===== src/rtl/inst_fetch_queue_if.sv =====
// Bundles the IFU-side fetch signals and the decode-side valid/ready head
// outputs of the instruction fetch queue.
`ifndef FETCH_WIDTH
`define FETCH_WIDTH 2
`endif
`ifndef INST_ADDR_WIDTH
`define INST_ADDR_WIDTH 32
`endif

interface inst_fetch_queue_if #(
    parameter int DEPTH           = 8,
    parameter int FETCH_WIDTH     = `FETCH_WIDTH,
    parameter int INST_ADDR_WIDTH = `INST_ADDR_WIDTH
);
    localparam int CNT_W = $clog2(DEPTH) + 1;

    logic                       flush;
    logic                       new_valid_inst;
    logic [31:0]                Instruction_Code [FETCH_WIDTH-1:0];
    logic [INST_ADDR_WIDTH-1:0] pc;
    logic [INST_ADDR_WIDTH-1:0] pc_plus_4;
    logic                       stall;
    logic                       dec_valid;
    logic                       dec_ready;
    logic [31:0]                dec_inst [FETCH_WIDTH-1:0];
    logic [INST_ADDR_WIDTH-1:0] dec_pc;
    logic [INST_ADDR_WIDTH-1:0] dec_pc_plus_4;
    logic [CNT_W-1:0]           count;

    modport master (
        output flush, new_valid_inst, Instruction_Code, pc, pc_plus_4, dec_ready,
        input  stall, dec_valid, dec_inst, dec_pc, dec_pc_plus_4, count
    );

    modport slave (
        input  flush, new_valid_inst, Instruction_Code, pc, pc_plus_4, dec_ready,
        output stall, dec_valid, dec_inst, dec_pc, dec_pc_plus_4, count
    );
endinterface


===== src/rtl/inst_fetch_queue.sv =====
// Circular buffer decoupling the IFU from decode: in-order fetch groups,
// full-based stall to the IFU, single-cycle flush.
`ifndef FETCH_WIDTH
`define FETCH_WIDTH 2
`endif
`ifndef INST_ADDR_WIDTH
`define INST_ADDR_WIDTH 32
`endif

module inst_fetch_queue #(
    parameter int DEPTH           = 8,
    parameter int FETCH_WIDTH     = `FETCH_WIDTH,
    parameter int INST_ADDR_WIDTH = `INST_ADDR_WIDTH
) (
    input  logic                  clk,
    input  logic                  reset,
    inst_fetch_queue_if.slave     q
);
    localparam int PTR_W = $clog2(DEPTH);
    localparam int CNT_W = PTR_W + 1;

    logic [PTR_W-1:0]           wptr_q, wptr_d;
    logic [PTR_W-1:0]           rptr_q, rptr_d;
    logic [CNT_W-1:0]           count_q, count_d;
    logic [31:0]                inst_mem_q [DEPTH-1:0][FETCH_WIDTH-1:0];
    logic [31:0]                inst_mem_d [DEPTH-1:0][FETCH_WIDTH-1:0];
    logic [INST_ADDR_WIDTH-1:0] pc_mem_q  [DEPTH-1:0];
    logic [INST_ADDR_WIDTH-1:0] pc_mem_d  [DEPTH-1:0];
    logic [INST_ADDR_WIDTH-1:0] pc4_mem_q [DEPTH-1:0];
    logic [INST_ADDR_WIDTH-1:0] pc4_mem_d [DEPTH-1:0];

    logic full, empty, enq, deq, dec_valid;

    always_comb begin
        full      = (count_q == CNT_W'(DEPTH));
        empty     = (count_q == '0);
        dec_valid = ~empty & ~q.flush;
        enq       = q.new_valid_inst & ~full & ~q.flush;
        deq       = dec_valid & q.dec_ready;
    end

    always_comb begin
        wptr_d  = wptr_q;
        rptr_d  = rptr_q;
        count_d = count_q;
        if (q.flush) begin
            wptr_d  = '0;
            rptr_d  = '0;
            count_d = '0;
        end else begin
            if (enq) wptr_d = wptr_q + PTR_W'(1);
            if (deq) rptr_d = rptr_q + PTR_W'(1);
            case ({enq, deq})
                2'b10:   count_d = count_q + CNT_W'(1);
                2'b01:   count_d = count_q - CNT_W'(1);
                default: count_d = count_q;
            endcase
        end
    end

    always_comb begin
        inst_mem_d = inst_mem_q;
        pc_mem_d   = pc_mem_q;
        pc4_mem_d  = pc4_mem_q;
        if (enq) begin
            inst_mem_d[wptr_q] = q.Instruction_Code;
            pc_mem_d[wptr_q]   = q.pc;
            pc4_mem_d[wptr_q]  = q.pc_plus_4;
        end
    end

    always_ff @(posedge clk or posedge reset) begin
        if (reset) begin
            wptr_q  <= '0;
            rptr_q  <= '0;
            count_q <= '0;
        end else begin
            wptr_q  <= wptr_d;
            rptr_q  <= rptr_d;
            count_q <= count_d;
        end
    end

    // Entry storage carries no reset; only pointers and count define occupancy.
    always_ff @(posedge clk) begin
        inst_mem_q <= inst_mem_d;
        pc_mem_q   <= pc_mem_d;
        pc4_mem_q  <= pc4_mem_d;
    end

    always_comb begin
        q.stall         = full;
        q.dec_valid     = dec_valid;
        q.dec_inst      = inst_mem_q[rptr_q];
        q.dec_pc        = pc_mem_q[rptr_q];
        q.dec_pc_plus_4 = pc4_mem_q[rptr_q];
        q.count         = count_q;
    end
endmodule


===== src/flat_wrapper.sv =====
// flat-port wrapper written by rule: the top's interface ports become plain ports
module inst_fetch_queue_flat 
#(
    parameter int DEPTH           = 8,
    parameter int FETCH_WIDTH     = `FETCH_WIDTH,
    parameter int INST_ADDR_WIDTH = `INST_ADDR_WIDTH
)
  (clk, reset, q_flush, q_new_valid_inst, q_Instruction_Code, q_pc, q_pc_plus_4, q_dec_ready, q_stall, q_dec_valid, q_dec_inst, q_dec_pc, q_dec_pc_plus_4, q_count);
  inst_fetch_queue_if #(.DEPTH(DEPTH), .FETCH_WIDTH(FETCH_WIDTH), .INST_ADDR_WIDTH(INST_ADDR_WIDTH)) q_i ();
  input  logic clk;
  input  logic reset;
  input wire logic [$bits(q_i.flush)-1:0] q_flush;
  input wire logic [$bits(q_i.new_valid_inst)-1:0] q_new_valid_inst;
  input wire logic [$bits(q_i.Instruction_Code)-1:0] q_Instruction_Code;
  input wire logic [$bits(q_i.pc)-1:0] q_pc;
  input wire logic [$bits(q_i.pc_plus_4)-1:0] q_pc_plus_4;
  input wire logic [$bits(q_i.dec_ready)-1:0] q_dec_ready;
  output wire logic [$bits(q_i.stall)-1:0] q_stall;
  output wire logic [$bits(q_i.dec_valid)-1:0] q_dec_valid;
  output wire logic [$bits(q_i.dec_inst)-1:0] q_dec_inst;
  output wire logic [$bits(q_i.dec_pc)-1:0] q_dec_pc;
  output wire logic [$bits(q_i.dec_pc_plus_4)-1:0] q_dec_pc_plus_4;
  output wire logic [$bits(q_i.count)-1:0] q_count;
  assign q_i.flush = q_flush;
  assign q_i.new_valid_inst = q_new_valid_inst;
  assign q_i.Instruction_Code = {>>{q_Instruction_Code}};
  assign q_i.pc = q_pc;
  assign q_i.pc_plus_4 = q_pc_plus_4;
  assign q_i.dec_ready = q_dec_ready;
  assign q_stall = q_i.stall;
  assign q_dec_valid = q_i.dec_valid;
  assign q_dec_inst = {>>{q_i.dec_inst}};
  assign q_dec_pc = q_i.dec_pc;
  assign q_dec_pc_plus_4 = q_i.dec_pc_plus_4;
  assign q_count = q_i.count;
  inst_fetch_queue #(.DEPTH(DEPTH), .FETCH_WIDTH(FETCH_WIDTH), .INST_ADDR_WIDTH(INST_ADDR_WIDTH)) u_core (.clk(clk), .reset(reset), .q(q_i));
endmodule

===== config.mk =====
export PLATFORM = sky130hd
export DESIGN_NAME = inst_fetch_queue_flat
export DESIGN_NICKNAME = d
export VERILOG_FILES = /design/src/rtl/inst_fetch_queue_if.sv /design/src/rtl/inst_fetch_queue.sv /design/src/flat_wrapper.sv
export SDC_FILE = /design/constraint.sdc
export NUM_CORES = 1
export LEC_CHECK = 0
export CAP_MARGIN = 10
export CORE_MARGIN = 4
export CORE_UTILIZATION = 25
export CTS_CLUSTER_SIZE = 25
export DETAILED_ROUTE_END_ITERATION = 10
export DONT_BUFFER_PORTS = 1
export SYNTH_ARGS = -nofsm -noshare
export SYNTH_HDL_FRONTEND = slang
export SYNTH_SLANG_ARGS = --single-unit

===== constraint.sdc =====
create_clock -name clk -period 16.5 [get_ports clk]
set_input_delay 3.3 -clock clk [delete_from_list [all_inputs] [get_ports clk]]
set_output_delay 3.3 -clock clk [all_outputs]
set_load 0.03 [all_outputs]

## Word level (Yosys, flattened, before mapping)

Index checks and enable logic that the tools add are counted.
Widths: inputs -> output; s select.

- Logic and storage cells: 76
- Bits in read-only memories: 0
- Latch bits: 0
- Bits in registers: 1034
- Output and inout bits: 134
- Input port bits: 133
- Bits in writable memories: 0
- Memories kept: 0

- Shifts and indexed selects: 0
- Reduce and logical (&&, ||, !) cells: 5
- Equal/unequal tests: 3
- Multiply operators: 0
- $add $sub $neg: 4
- Divide/modulo/power cells: 0
- $lt $le $gt $ge: 3
- Bitwise operators: 7
- Mux-type cells: 19

Operators with widths:

| operator | count |
|---|---|
| $bwmux 256 | 2 |
| $bwmux 512 | 1 |
| $bmux 32 s3 | 2 |
| $bmux 64 s3 | 1 |
| $demux 64 s3 | 1 |
| $mux 64 | 2 |
| $demux 32 s3 | 1 |
| $mux 32 | 3 |
| $mux 3 | 4 |
| $lt 3x4->1 const B | 2 |
| $pmux 4 s2 | 1 |
| $add 3x1->3 const B | 2 |
| $add 4x1->4 const B | 1 |
| $and 1x1->1 | 4 |
| $eq 4x4->1 const B | 1 |
| $logic_not 4->1 | 1 |
| $mux 4 | 1 |
| $reduce_bool 2->1 | 2 |
| $sub 4x1->4 const B | 1 |
| $ge 3x1->1 const B | 1 |
| $not 1->1 | 3 |
| $reduce_bool 3->1 | 1 |
| $eq 2x1->1 const B | 1 |
| $eq 2x2->1 const B | 1 |
| $logic_and 1x1->1 | 1 |

## Logic depth before layout (Yosys ltp)

Gate-level depths: netlist of run 1.

- Depth in word-level cells: 7
- Depth in mapped cells: 10
- Depth with buffers taken out: 9

## Worst setup path before layout of run 1

Ideal clock, no wire load.

- Path type: input-to-reg
- From: input port q_new_valid_inst
- To: register u_core.inst_mem_q[0] (netlist name) (enable)
- Arrival time: 15.950 ns
- Setup time: 0.929 ns
- Slack: -0.379 ns
- Stages: 3
- Required time: 15.571 ns
- Path buffers: 0
- Cells stage by stage: inv_1 -> or3_2 -> nor4_1

- Cells in the longest elaborated chain, start to end: 2

Ends and longest elaborated chain:

| item | line | source |
|---|---|---|
| from (decl) | flat_wrapper.sv:13 | `input wire logic [$bits(q_i.new_valid_inst)-1:0] q_new_valid_inst;` |
| $and 1x1->1 (2 in series) | inst_fetch_queue.sv:38 | `enq = q.new_valid_inst & ~full & ~q.flush;` |
| to (signal assigned) | inst_fetch_queue.sv:86 | `inst_mem_q <= inst_mem_d;` |
| to (decl) | inst_fetch_queue.sv:25 | `logic [31:0] inst_mem_q [DEPTH-1:0][FETCH_WIDTH-1:0];` |

No other way between the ends.
A chain may end at the register's enable or synchronous reset.

## Worst setup path after layout of run 1

- From: register u_core.rptr_q[0]
- To: output port q_dec_pc[19]

- Cells in the longest elaborated chain, start to end: 2

Ends and longest elaborated chain:

| item | line | source |
|---|---|---|
| from (decl) | inst_fetch_queue.sv:23 | `logic [PTR_W-1:0] rptr_q, rptr_d;` |
| from (signal assigned) | inst_fetch_queue.sv:79 | `rptr_q <= rptr_d;` |
| $bmux 32 s3 | inst_fetch_queue.sv:95 | `q.dec_pc = pc_mem_q[rptr_q];` |
| $mux 32 (not written as such) | inst_fetch_queue.sv:95 |  |
| to (decl) | flat_wrapper.sv:21 | `output wire logic [$bits(q_i.dec_pc)-1:0] q_dec_pc;` |

No other way between the ends. The select of a mux whose other input is x is not followed.

==> results of run 1 <==
[per-stage QoR]
stage | util | cell area [um^2] | cells
3_3_place_gp | 0.269 | 41600 | 3562
5_1_grt | 0.291 | 45100 | 3761
6_report | 0.291 | 45100 | 3761
4_1_cts | 0.291 | 45100 | 3761
3_5_place_dp | 0.269 | 41600 | 3562
2_1_floorplan | - | 39000 | 1557
[tightest hold or removal path, cell delays in order (launching register included)]
cell and delay [ns]:
dfrtp_1 0.41, nand2_1 0.08, a21oi_1 0.07
[cell usage after synthesis]
cell type / count / area (um^2)
xor2_1: 3 / 26.3
o21ai_0: 1 / 5.00
o211ai_4: 1 / 21.3
nand4_1: 1 / 6.26
buf_2: 19 / 95.1
ha_1: 4 / 50.1
and2b_1: 1 / 7.51
dfrtp_1: 10 / 250
buf_4: 11 / 82.6
clkbuf_1: 23 / 86.3
or4b_1: 1 / 10.0
edfxtp_1: 1024 / 30700
mux2_2: 131 / 1480
fa_1: 1 / 20.0
a211o_1: 1 / 8.76
o211ai_1: 1 / 7.51
o2111ai_1: 1 / 8.76
or4_1: 1 / 7.51
mux4_2: 256 / 5770
nand3_1: 6 / 30.0
nand3b_1: 1 / 7.51
nor4_1: 3 / 18.8
mux2_1: 1 / 11.3
a22o_1: 2 / 17.5
buf_1: 18 / 67.6
clkinv_4: 1 / 8.76
or3_2: 1 / 7.51
nand2b_1: 1 / 6.26
o211ai_2: 1 / 12.5
a21oi_1: 5 / 25.0
nor2_1: 11 / 41.3
inv_1: 4 / 15.0
buf_6: 3 / 33.8
or2_2: 1 / 6.26
nand2_1: 7 / 26.3
[logic make-up after synthesis]
group	Yosys count	share of synthesized area
AOI/OAI and AO/OA	13	0.00273
adders and majority gates	5	0.00180
buffers and inverters	79	0.00997
muxes	388	0.186
DFF	1034	0.794
xor gates and xnor gates	3	0.000674
and+or+nand+nor	35	0.00449
[sequential cells by signal, summed over array words and instances (netlist names)]
register           cells
u_core.pc4_mem_q     256
u_core.wptr_q          3
u_core.inst_mem_q    512
u_core.rptr_q          3
u_core.q.count         4
u_core.pc_mem_q      256
[area by class of cell]
cell class / count / share of cell area
multi-input cells: 444 / 0.171
well taps: 2044 / 0.0568
clock inverters: 63 / 0.0144
clock buffers: 136 / 0.0628
inverters: 5 / 0.000528
flip-flops and latches: 1034 / 0.688
repair buffers: 35 / 0.00611
[power groups by stage]
stage / Combinational (uW) / Clock, uW / Sequential (uW)
floorplan: 598 / 0 / 3010
global placement: 690 / 0 / 3020
detailed placement: 698 / 0 / 3030
CTS: 702 / 2420 / 2970
global route: 729 / 2540 / 2980
finish: 681 / 2350 / 2970
[metal layers]
| layer | vias to the layer above | wire (um) | global-route usage |
|---|---|---|---|
| met1 | 8790 | 33000 | 0.121 |
| met3 | 103 | 8130 | 0.0439 |
| li1 | 6846 | - | - |
| met5 | - | 0 | 0 |
| met4 | 0 | 1840 | 0.0329 |
| met2 | 519 | 42100 | 0.171 |
[worst paths after layout]
| path | from | depth (start not counted) | to |
|---|---|---|---|
| setup / recovery | u_core.rptr_q[0] | 5 | q_dec_pc[19] |
| hold / removal | u_core.wptr_q[0] | 2 | u_core.wptr_q[0] |
| setup reg to reg | u_core.q.count[0] | 6 | u_core.pc_mem_q[152] |
| hold reg to reg | u_core.wptr_q[0] | 2 | u_core.wptr_q[0] |
| max in group asynchronous | reset | 1 | u_core.rptr_q[0] |
| min in group asynchronous | reset | 1 | u_core.rptr_q[1] |
==> parameters.txt, run 1 <==
Parameter                              Value

Place
  Count of port buffers added during placement ... 0
  Placement Setup Slack ... slightly below 9 ns
  Post-detailed-placement half-perimeter wirelength ... around 48 mm
  Routability congestion estimate ... about 0.70

Power and ir drop
  Relative contribution of the clock network to total power ... 0.391
  Switching power summed over all nets ... between 1000 and 1500 uW
  Overall power after layout ... between 6000 and 7000 uW
  Int Power ... ~4600 uW
  Leak ... between 0.01 and 0.015 uW
  Switching share of power ... 0.236
  Combinational fraction of design power ... 0.114
  Worst IR Drop VDD ... 0.108 mV
  Power per cell area ... 133 nW/um^2
  Fraction of power consumed by sequential logic ... 0.495

STA
  Hold Violations, Final ... 0
  Setup Total Neg Slack ... 0 ns
  Slew margin rel. ... 0.192
  Time the final worst path needs with I/O delays and setup ... approximately 8.3 ns
  Share of the cycle needed by the critical path after routing ... 0.506
  Worst-margin pin slew ... between 1 and 1.5 ns
  Skew final ... about 0.042 ns
  RSZ-0062 raised after global routing ... false
  Fin worst setup slack ... 8.16 ns
  Tightest hold margin ... 0.605 ns
  Max-slew violation total from the final report ... 0
  Endpoints failing setup ... 0
  FMAX ... approximately 120 MHz

Worst setup path
  Cell class contributing the biggest share of worst-path delay ... buffers and inverters
  Critical Path Most Common Cell ... buf_4
  Buffers & Inverters on Critical Path ... 3
  Worst reg2reg setup slack ... ~12 ns
  Library cell contributing the largest single delay on the critical path ... dfrtp_4
  Category of the most critical setup path ... flip-flop to primary output
  CP Cell Sequence ... buf_4, buf_4, buf_4, mux4_2, mux2_2
  Slowest Stage Delay on Critical Path ... 0.89 ns
  Critical path peak fanout ... 48
  Startpoint type of the worst setup path ... flip-flop
  Worst endpoint data arrival time ... 5.04 ns
  Kind of end point of the critical path ... primary output
  Data required time at the worst endpoint ... about 13 ns

Routing
  Number of design rule violations left after detail routing ... 0
  Detail-routed net length per standard cell ... about 23 um
  Antenna Violating Nets Remaining ... 0
  Sum of routed wire length over all layers ... between 80 and 90 mm
  First-iteration detailed-routing DRC count ... 1,270
  Total iterations of the first detailed-routing run ... 5
  Vias per Instance ... ~4.3
  Vias after detailed routing ... ~16,000

Flow run
  Number of maximum-capacitance violations ... 0

Logic synthesis
  Syn Std Cell Area ... slightly below 40,000 um^2
  Post-synthesis cell count ... between 1,500 and 2,000
  Total of flip-flops plus latches after synthesis ... about 1,000
  Count of yosys warnings during synthesis ... 0
  Post-Synthesis Net Count ... approximately 1,700
  Sequential share of the synthesized area ... 0.794
  Unique cell type count in the Yosys netlist ... 35
  Average cell area after synthesis ... approximately 25 um^2

Final layout
  Area taken by flip-flops and latches ... about 31,000 um^2
  Leading cell type in the layout, fill and taps excluded ... edfxtp_1
  Area Overhead vs Synth ... 15.5%
  Layout cell share with drive strength beyond 1 ... 0.342
  Antenna diodes ... 0
  Commonest cells after routing, fill and taps aside ... 1,024 x edfxtp_1, 256 x mux4_2, 131 x mux2_2, 109 x clkbuf_16, 34 x buf_4
  Number of filler instances in the final layout ... between 10,000 and 15,000
  Multi-input gate area ... ~7700 um^2
  Net count, final ... roughly 1,800

Clock network
  Number of buffers added by the clock tree synthesis step ... around 110
  Maximum clock path buffer count ... 3
  Clock root buffer master ... clkbuf_16
  Max H-tree Level ... 3
  Clock transition at the registers of the reported paths ... around 0.060 ns
  Number of setup buffers added after CTS ... 0
  Sinks on Clock Net ... a little over 1,000
  Number of gates resized after cts ... 0
  Worst skew pair latency ... 0.72 ns
  CTS tree ... built
  Number of hold buffers added after CTS ... 0

Min path
  Worst min path class ... flip-flop to flip-flop

Floorplan
  Cell row count ... approximately 140
  Die X ... slightly above 400 um
  Starting density of the core ... 0.252
  Die ar. ... approximately 160,000 um^2
  Total core area ... approximately 150,000 um^2
  # IOs ... about 270
  Overall die height ... about 400 um

Global routing
  GRT overflow ... 0
  Initial antenna violation count ... 0
  Via count of the first global-routing pass ... about 18,000
  Overall track demand over capacity in global routing ... 0.103
  First-pass GRT wire length ... between 100 and 150 mm
  Pin count of the biggest net entering global routing ... between 100 and 150

Outcome
  Outcome ... complete, no violations
(Power assumes the default switching activity.)
==> inputs of run 2 (changes only) <==
==> constraint.sdc (replaced) <==
create_clock -name clk -period 7.3 [get_ports clk]
set_input_delay 1.46 -clock clk [delete_from_list [all_inputs] [get_ports clk]]
set_output_delay 1.46 -clock clk [all_outputs]
set_load 0.03 [all_outputs]
==> parameters.txt, run 2 (synthesis results as in run 1) <==
Parameter                              Value

STA
  Max-slew violation total from the final report ... 0 (unchanged)
  Share of the cycle needed by the critical path after routing ... 0.662
  Time the final worst path needs with I/O delays and setup ... about 4.8 ns
  RSZ-0062 raised after global routing ... false
  Hold Violations, Final ... 0 (unchanged)
  Endpoints failing setup ... 0 (unchanged)
  Skew final ... 0.0304 ns (-0.0119 ns)
  Tightest hold margin ... 0.582 ns (-0.0223 ns)
  Slew margin rel. ... 0.303 (+0.111)
  Worst-margin pin slew ... 1.05 ns (-0.167 ns)
  FMAX ... between 200 and 250 MHz

Floorplan
  Overall die height ... 403 um (unchanged)
  Total core area ... 155,000 um^2 (unchanged)
  Die X ... 403 um (unchanged)
  Die ar. ... 162,000 um^2 (unchanged)
  Cell row count ... 144 (unchanged)
  # IOs ... 267 (unchanged)
  Starting density of the core ... 0.252 (unchanged)

Global routing
  Initial antenna violation count ... 0 (unchanged)
  GRT overflow ... 0 (unchanged)
  Via count of the first global-routing pass ... 17,500 (-1.1%)
  Overall track demand over capacity in global routing ... 0.101 (-0.00267)
  First-pass GRT wire length ... 120 mm (-2.0%)
  Pin count of the biggest net entering global routing ... 125 (+18%)

Routing
  Routed met1 length ... 33.1 mm (+0.27%)
  Met2 layer wire length in the routed design ... 41.5 mm (-1.3%)
  Vias per Instance ... 4.32 (about the same)
  Detail-routed net length per standard cell ... 22.1 um (-2.4%)
  First-iteration detailed-routing DRC count ... 1,065 (-16%)
  Top layer used by detailed routing ... met4
  Vias after detailed routing ... 16,200 (-0.11%)
  Antenna Violating Nets Remaining ... 0 (unchanged)
  Met3 wire length ... 6.46 mm (-21%)
  Total iterations of the first detailed-routing run ... 4 (-1)
  Sum of routed wire length over all layers ... 82.9 mm (-2.5%)
  Number of design rule violations left after detail routing ... 0 (unchanged)

Clock network
  Sinks on Clock Net ... 1,034 (unchanged)
  Number of hold buffers added after CTS ... 0 (unchanged)
  Maximum clock path buffer count ... 3 (unchanged)
  Max H-tree Level ... 3 (unchanged)
  Number of buffers added by the clock tree synthesis step ... 105 (-1.9%)
  CTS tree ... built
  Number of gates resized after cts ... 0 (unchanged)
  Clock root buffer master ... clkbuf_16
  Worst skew pair latency ... 0.71 ns (about the same)
  Number of setup buffers added after CTS ... 0 (unchanged)
  Clock transition at the registers of the reported paths ... 0.06 ns (about the same)

Worst setup path
  Crit. Startpoint ... u_core.rptr_q[0]
  Startpoint type of the worst setup path ... flip-flop
  Worst endpoint data arrival time ... 3.38 ns (-1.66 ns)
  RR Startpoint ... u_core.q.count[0]
  Data required time at the worst endpoint ... 5.84 ns (-7.36 ns)
  Critical path peak fanout ... 80 (+67%)
  Category of the most critical setup path ... flip-flop to primary output
  Kind of end point of the critical path ... primary output

Final layout
  Post-route design area ... 45,100 um^2 (+0.19%)
  Area Overhead vs Synth ... 15.7%
  Largest register FFs ... 512 (unchanged)
  Leading cell type in the layout, fill and taps excluded ... edfxtp_1
  Number of filler instances in the final layout ... 14,800 (-0.12%)
  Layout cell share with drive strength beyond 1 ... 0.345 (+0.00275)
  Final core utilization ... 0.292 (+0.000550)
  Commonest cells after routing, fill and taps aside ... 1,024 x edfxtp_1, 256 x mux4_2, 131 x mux2_2, 105 x clkbuf_16, 29 x buf_4
  Top Registers ... u_core.inst_mem_q (512), u_core.pc4_mem_q (256), u_core.pc_mem_q (256)
  Net count, final ... 1,765 (unchanged)
  Register with the highest flop count ... u_core.inst_mem_q

Place
  Post-detailed-placement half-perimeter wirelength ... 45.8 mm (-4.1%)
  Routability congestion estimate ... 0.682 (-2.8%)
  Cell area after placement ... 41,700 um^2 (+0.25%)
  Count of port buffers added during placement ... 0 (unchanged)

Power and ir drop
  Worst IR Drop VDD ... 0.188 mV (+75%)
  Power per cell area ... 300 nW/um^2 (+130%)
  Fraction of power consumed by sequential logic ... 0.496 (about the same)
  Leak ... 0.0133 uW (+0.20%)
  Combinational fraction of design power ... 0.114 (about the same)
  Switching power summed over all nets ... 3180 uW (+120%)
  Int Power ... 10,400 uW (+130%)
  Switching share of power ... 0.235 (-0.000984)
  Relative contribution of the clock network to total power ... 0.390 (about the same)

Min path
  HP Start ... u_core.wptr_q[0]
  Worst min path class ... flip-flop to flip-flop

Outcome
  Outcome ... complete, no violations

Flow run
  Number of maximum-capacitance violations ... 0 (unchanged)
## run 2: path summary, 6_finish.rpt
kind	end	slack, ns	depth (start not counted)
min reg2reg	u_core.wptr_q[0]	0.58	2
min	u_core.wptr_q[0]	0.58	2
max reg2reg	u_core.pc_mem_q[7]	3.62	6
min in group asynchronous	u_core.rptr_q[1]	0.65	1
max in group asynchronous	u_core.rptr_q[0]	6.31	1
max	q_dec_pc[29]	2.46	3
## run 2: power groups by stage
stage	Sequential (uW)	Clock, uW	Combinational (uW)
after floorplan	6800	0	1350
after global placement	6830	0	1560
after detailed placement	6840	0	1580
after CTS	6710	5440	1590
after global routing	6720	5700	1650
final	6710	5270	1540
## run 2: critical path, cell delays in order (launching register included)
cell	delay, ns
dfrtp_4	0.96
buf_12	0.57
mux4_2	0.59
mux2_2	0.39
## run 2: metal layers
metal	track usage	vias up
li1	-	6846
met1	0.121	8864
met2	0.170	419
met3	0.0346	111
met4	0.0320	0
met5	0	-
## run 2: cell type report
cell class,instances,area [um^2],share of cell area
clock buffer,123,2700,0.0597
sequential,1034,31000,0.687
clock inverter,69,763,0.0169
timing repair buffer,37,378,0.00837
inverter,5,23.8,0.000527
multi-input combinational,444,7700,0.171
antenna,1,2.50,0.0000554
tap,2044,2560,0.0567
## run 2: through the flow
step	worst slack (ns)	TNS, ns	std cells	total power [uW]
3_5_place_dp	3.09	0	3564	8420
4_1_cts	2.27	0	3756	13700
6_report	2.46	0	3757	13500
5_1_grt	2.17	0	3756	14100
3_3_place_gp	3.12	0	3564	8390
2_1_floorplan	-0.733	-281.49	1557	8150
==> inputs of run 3 (changes only) <==
==> constraint.sdc (replaced) <==
create_clock -name clk -period 4.24 [get_ports clk]
set_input_delay 0.848 -clock clk [delete_from_list [all_inputs] [get_ports clk]]
set_output_delay 0.848 -clock clk [all_outputs]
set_load 0.03 [all_outputs]
==> parameters.txt, run 3 (synthesis results as in run 1) <==
Parameter                              Value

Clock network
  Number of setup buffers added after CTS ... 0 (unchanged)
  Number of buffers added by the clock tree synthesis step ... 106 (+0.95%)
  Maximum clock path buffer count ... 3 (unchanged)
  Number of gates resized after cts ... 0 (unchanged)
  CTS tree ... built
  Clock transition at the registers of the reported paths ... 0.06 ns (about the same)
  Max H-tree Level ... 3 (unchanged)
  Sinks on Clock Net ... 1,034 (unchanged)
  Worst skew pair latency ... 0.73 ns (+0.02 ns)
  Clock root buffer master ... clkbuf_16

Place
  Routability congestion estimate ... 0.677 (-0.67%)
  Cell area after placement ... 41,900 um^2 (+0.47%)
  Count of port buffers added during placement ... 0 (unchanged)
  Post-detailed-placement half-perimeter wirelength ... 45.3 mm (-0.88%)

Routing
  Sum of routed wire length over all layers ... 83.9 mm (+1.1%)
  First-iteration detailed-routing DRC count ... 1,128 (+5.9%)
  Antenna Violating Nets Remaining ... 0 (unchanged)
  Vias after detailed routing ... 16,100 (-0.71%)
  Number of design rule violations left after detail routing ... 0 (unchanged)
  Detail-routed net length per standard cell ... 22.3 um (+1.0%)
  Vias per Instance ... 4.29 (-0.81%)
  Total iterations of the first detailed-routing run ... 5 (+1)

Power and ir drop
  Worst IR Drop VDD ... 0.377 mV (+100%)
  Switching power summed over all nets ... 5530 uW (+74%)
  Fraction of power consumed by sequential logic ... 0.493 (-0.003)
  Switching share of power ... 0.237 (+0.00212)
  Power per cell area ... 515 nW/um^2 (+72%)
  Int Power ... 17,800 uW (+72%)
  Leak ... 0.0133 uW (+0.28%)
  Combinational fraction of design power ... 0.118 (+0.004)
  Relative contribution of the clock network to total power ... 0.389 (about the same)

Min path
  Hold Crit Endpoint ... u_core.inst_mem_q[38]
  Worst min path class ... primary input to flip-flop
  Hold Path Depth ... 0 (-2)
  HP Start ... q_Instruction_Code[38]

Final layout
  Area Overhead vs Synth ... 16.2%
  Antenna diodes ... 0 (-1)
  Commonest cells after routing, fill and taps aside ... 1,024 x edfxtp_1, 256 x mux4_2, 131 x mux2_2, 107 x clkbuf_16, 24 x clkbuf_1
  Net count, final ... 1,767 (+0.11%)
  Largest register FFs ... 512 (unchanged)
  Register with the highest flop count ... u_core.inst_mem_q
  Leading cell type in the layout, fill and taps excluded ... edfxtp_1
  Top Registers ... u_core.inst_mem_q (512), u_core.pc4_mem_q (256), u_core.pc_mem_q (256)
  Layout cell share with drive strength beyond 1 ... 0.346 (+0.00133)
  Post-route design area ... 45,300 um^2 (+0.42%)

Floorplan
  Die X ... 403 um (unchanged)
  Starting density of the core ... 0.252 (unchanged)
  Die ar. ... 162,000 um^2 (unchanged)
  # IOs ... 267 (unchanged)
  Cell row count ... 144 (unchanged)
  Total core area ... 155,000 um^2 (unchanged)
  Overall die height ... 403 um (unchanged)

STA
  Share of the cycle needed by the critical path after routing ... 0.861
  Max-slew violation total from the final report ... 0 (unchanged)
  Skew final ... 0.0401 ns (+0.00968 ns)
  FMAX ... about 270 MHz
  Time the final worst path needs with I/O delays and setup ... about 3.6 ns
  Setup Total Neg Slack ... 0 ns (unchanged)
  Endpoints failing setup ... 0 (unchanged)
  RSZ-0062 raised after global routing ... false
  Worst-margin pin slew ... 1.02 ns (-0.0251 ns)
  Slew margin rel. ... 0.319 (+0.0167)
  Hold Violations, Final ... 0 (unchanged)

Worst setup path
  CP Cell Sequence ... buf_12, buf_4, mux4_2, mux2_2
  Data required time at the worst endpoint ... 3.39 ns (-2.45 ns)
  Slowest Stage Delay on Critical Path ... 0.57 ns (-0.39 ns)
  RR Startpoint ... u_core.q.count[3]
  Category of the most critical setup path ... flip-flop to primary output
  Critical path peak fanout ... 17 (-79%)
  Worst reg2reg path endpoint ... u_core.pc4_mem_q[1]
  Worst reg2reg setup slack ... 1.11 ns (-2.51 ns)
  Worst endpoint data arrival time ... 2.80 ns (-0.58 ns)
  Kind of end point of the critical path ... primary output
  R2R depth ... 6 (unchanged)
  Library cell contributing the largest single delay on the critical path ... mux4_2
  Buffers & Inverters on Critical Path ... 2 (+1)
  Cell class contributing the biggest share of worst-path delay ... multiplexers
  Startpoint type of the worst setup path ... flip-flop

Global routing
  Overall track demand over capacity in global routing ... 0.102 (+0.00138)
  Initial antenna violation count ... 1 (+1)
  Via count of the first global-routing pass ... 17,600 (+0.90%)
  GRT overflow ... 0 (unchanged)
  First-pass GRT wire length ... 121 mm (+0.61%)
  Pin count of the biggest net entering global routing ... 105 (-16%)

Outcome
  Outcome ... complete, no violations

Flow run
  Number of maximum-capacitance violations ... 0 (unchanged)
## run 3: through the flow
stage | hold slack, ns | utilization | std cells | power (uW) | setup slack [ns]
final | 0.212 | 0.293 | 3761 | 23400 | 0.590
after global routing | 0.149 | 0.293 | 3761 | 24300 | 0.400
after CTS | 0.105 | 0.293 | 3761 | 23800 | 0.424
after detailed placement | 0.558 | 0.271 | 3564 | 14600 | 1.07
after global placement | 0.556 | 0.271 | 3564 | 14500 | 1.10
after floorplan | 0.540 | - | 1557 | 14000 | -1.66
## run 3: power groups by stage
stage	clock [uW]	combinational [uW]	sequential, uW
floorplan	0	2330	11700
global placement	0	2800	11700
detailed placement	0	2840	11700
CTS	9400	2850	11500
global route	9800	2950	11500
finish	9070	2760	11500
## run 3: metal layers
metal  vias to the layer above  track usage  part of all wire
met2                       431        0.174              0.50
met3                       130       0.0412             0.092
met5                         -            0                 0
li1                       6842            -                 -
met1                      8722        0.117              0.39
met4                         0       0.0326             0.023
## run 3: timing repair
action                                  in CTS  in global routing
hold buffers                                 1                  0
endpoints found under the setup margin       0                  0
hold endpoints to repair                     9                  0
## run 3: worst max path at each step
stage	startpoint	end	cells after the start
after global routing	u_core.rptr_q[0]	q_dec_inst[31]	4
after global placement	u_core.q.count[3]	u_core.inst_mem_q[36]	6
after floorplan	u_core.q.count[3]	u_core.inst_mem_q[0]	5
final	u_core.rptr_q[0]	q_dec_inst[31]	4
after detailed placement	u_core.q.count[3]	u_core.inst_mem_q[37]	6
after CTS	u_core.rptr_q[0]	q_dec_inst[31]	4
## run 3: area by class of cell
type	instances	area (um^2)
Fill cell	14800	109000
Sequential cell	1034	31000
Multi-Input combinational cell	444	7710
Clock buffer	131	2770
Tap cell	2044	2560
Clock inverter	65	674
Timing Repair Buffer	38	576
Inverter	5	23.8
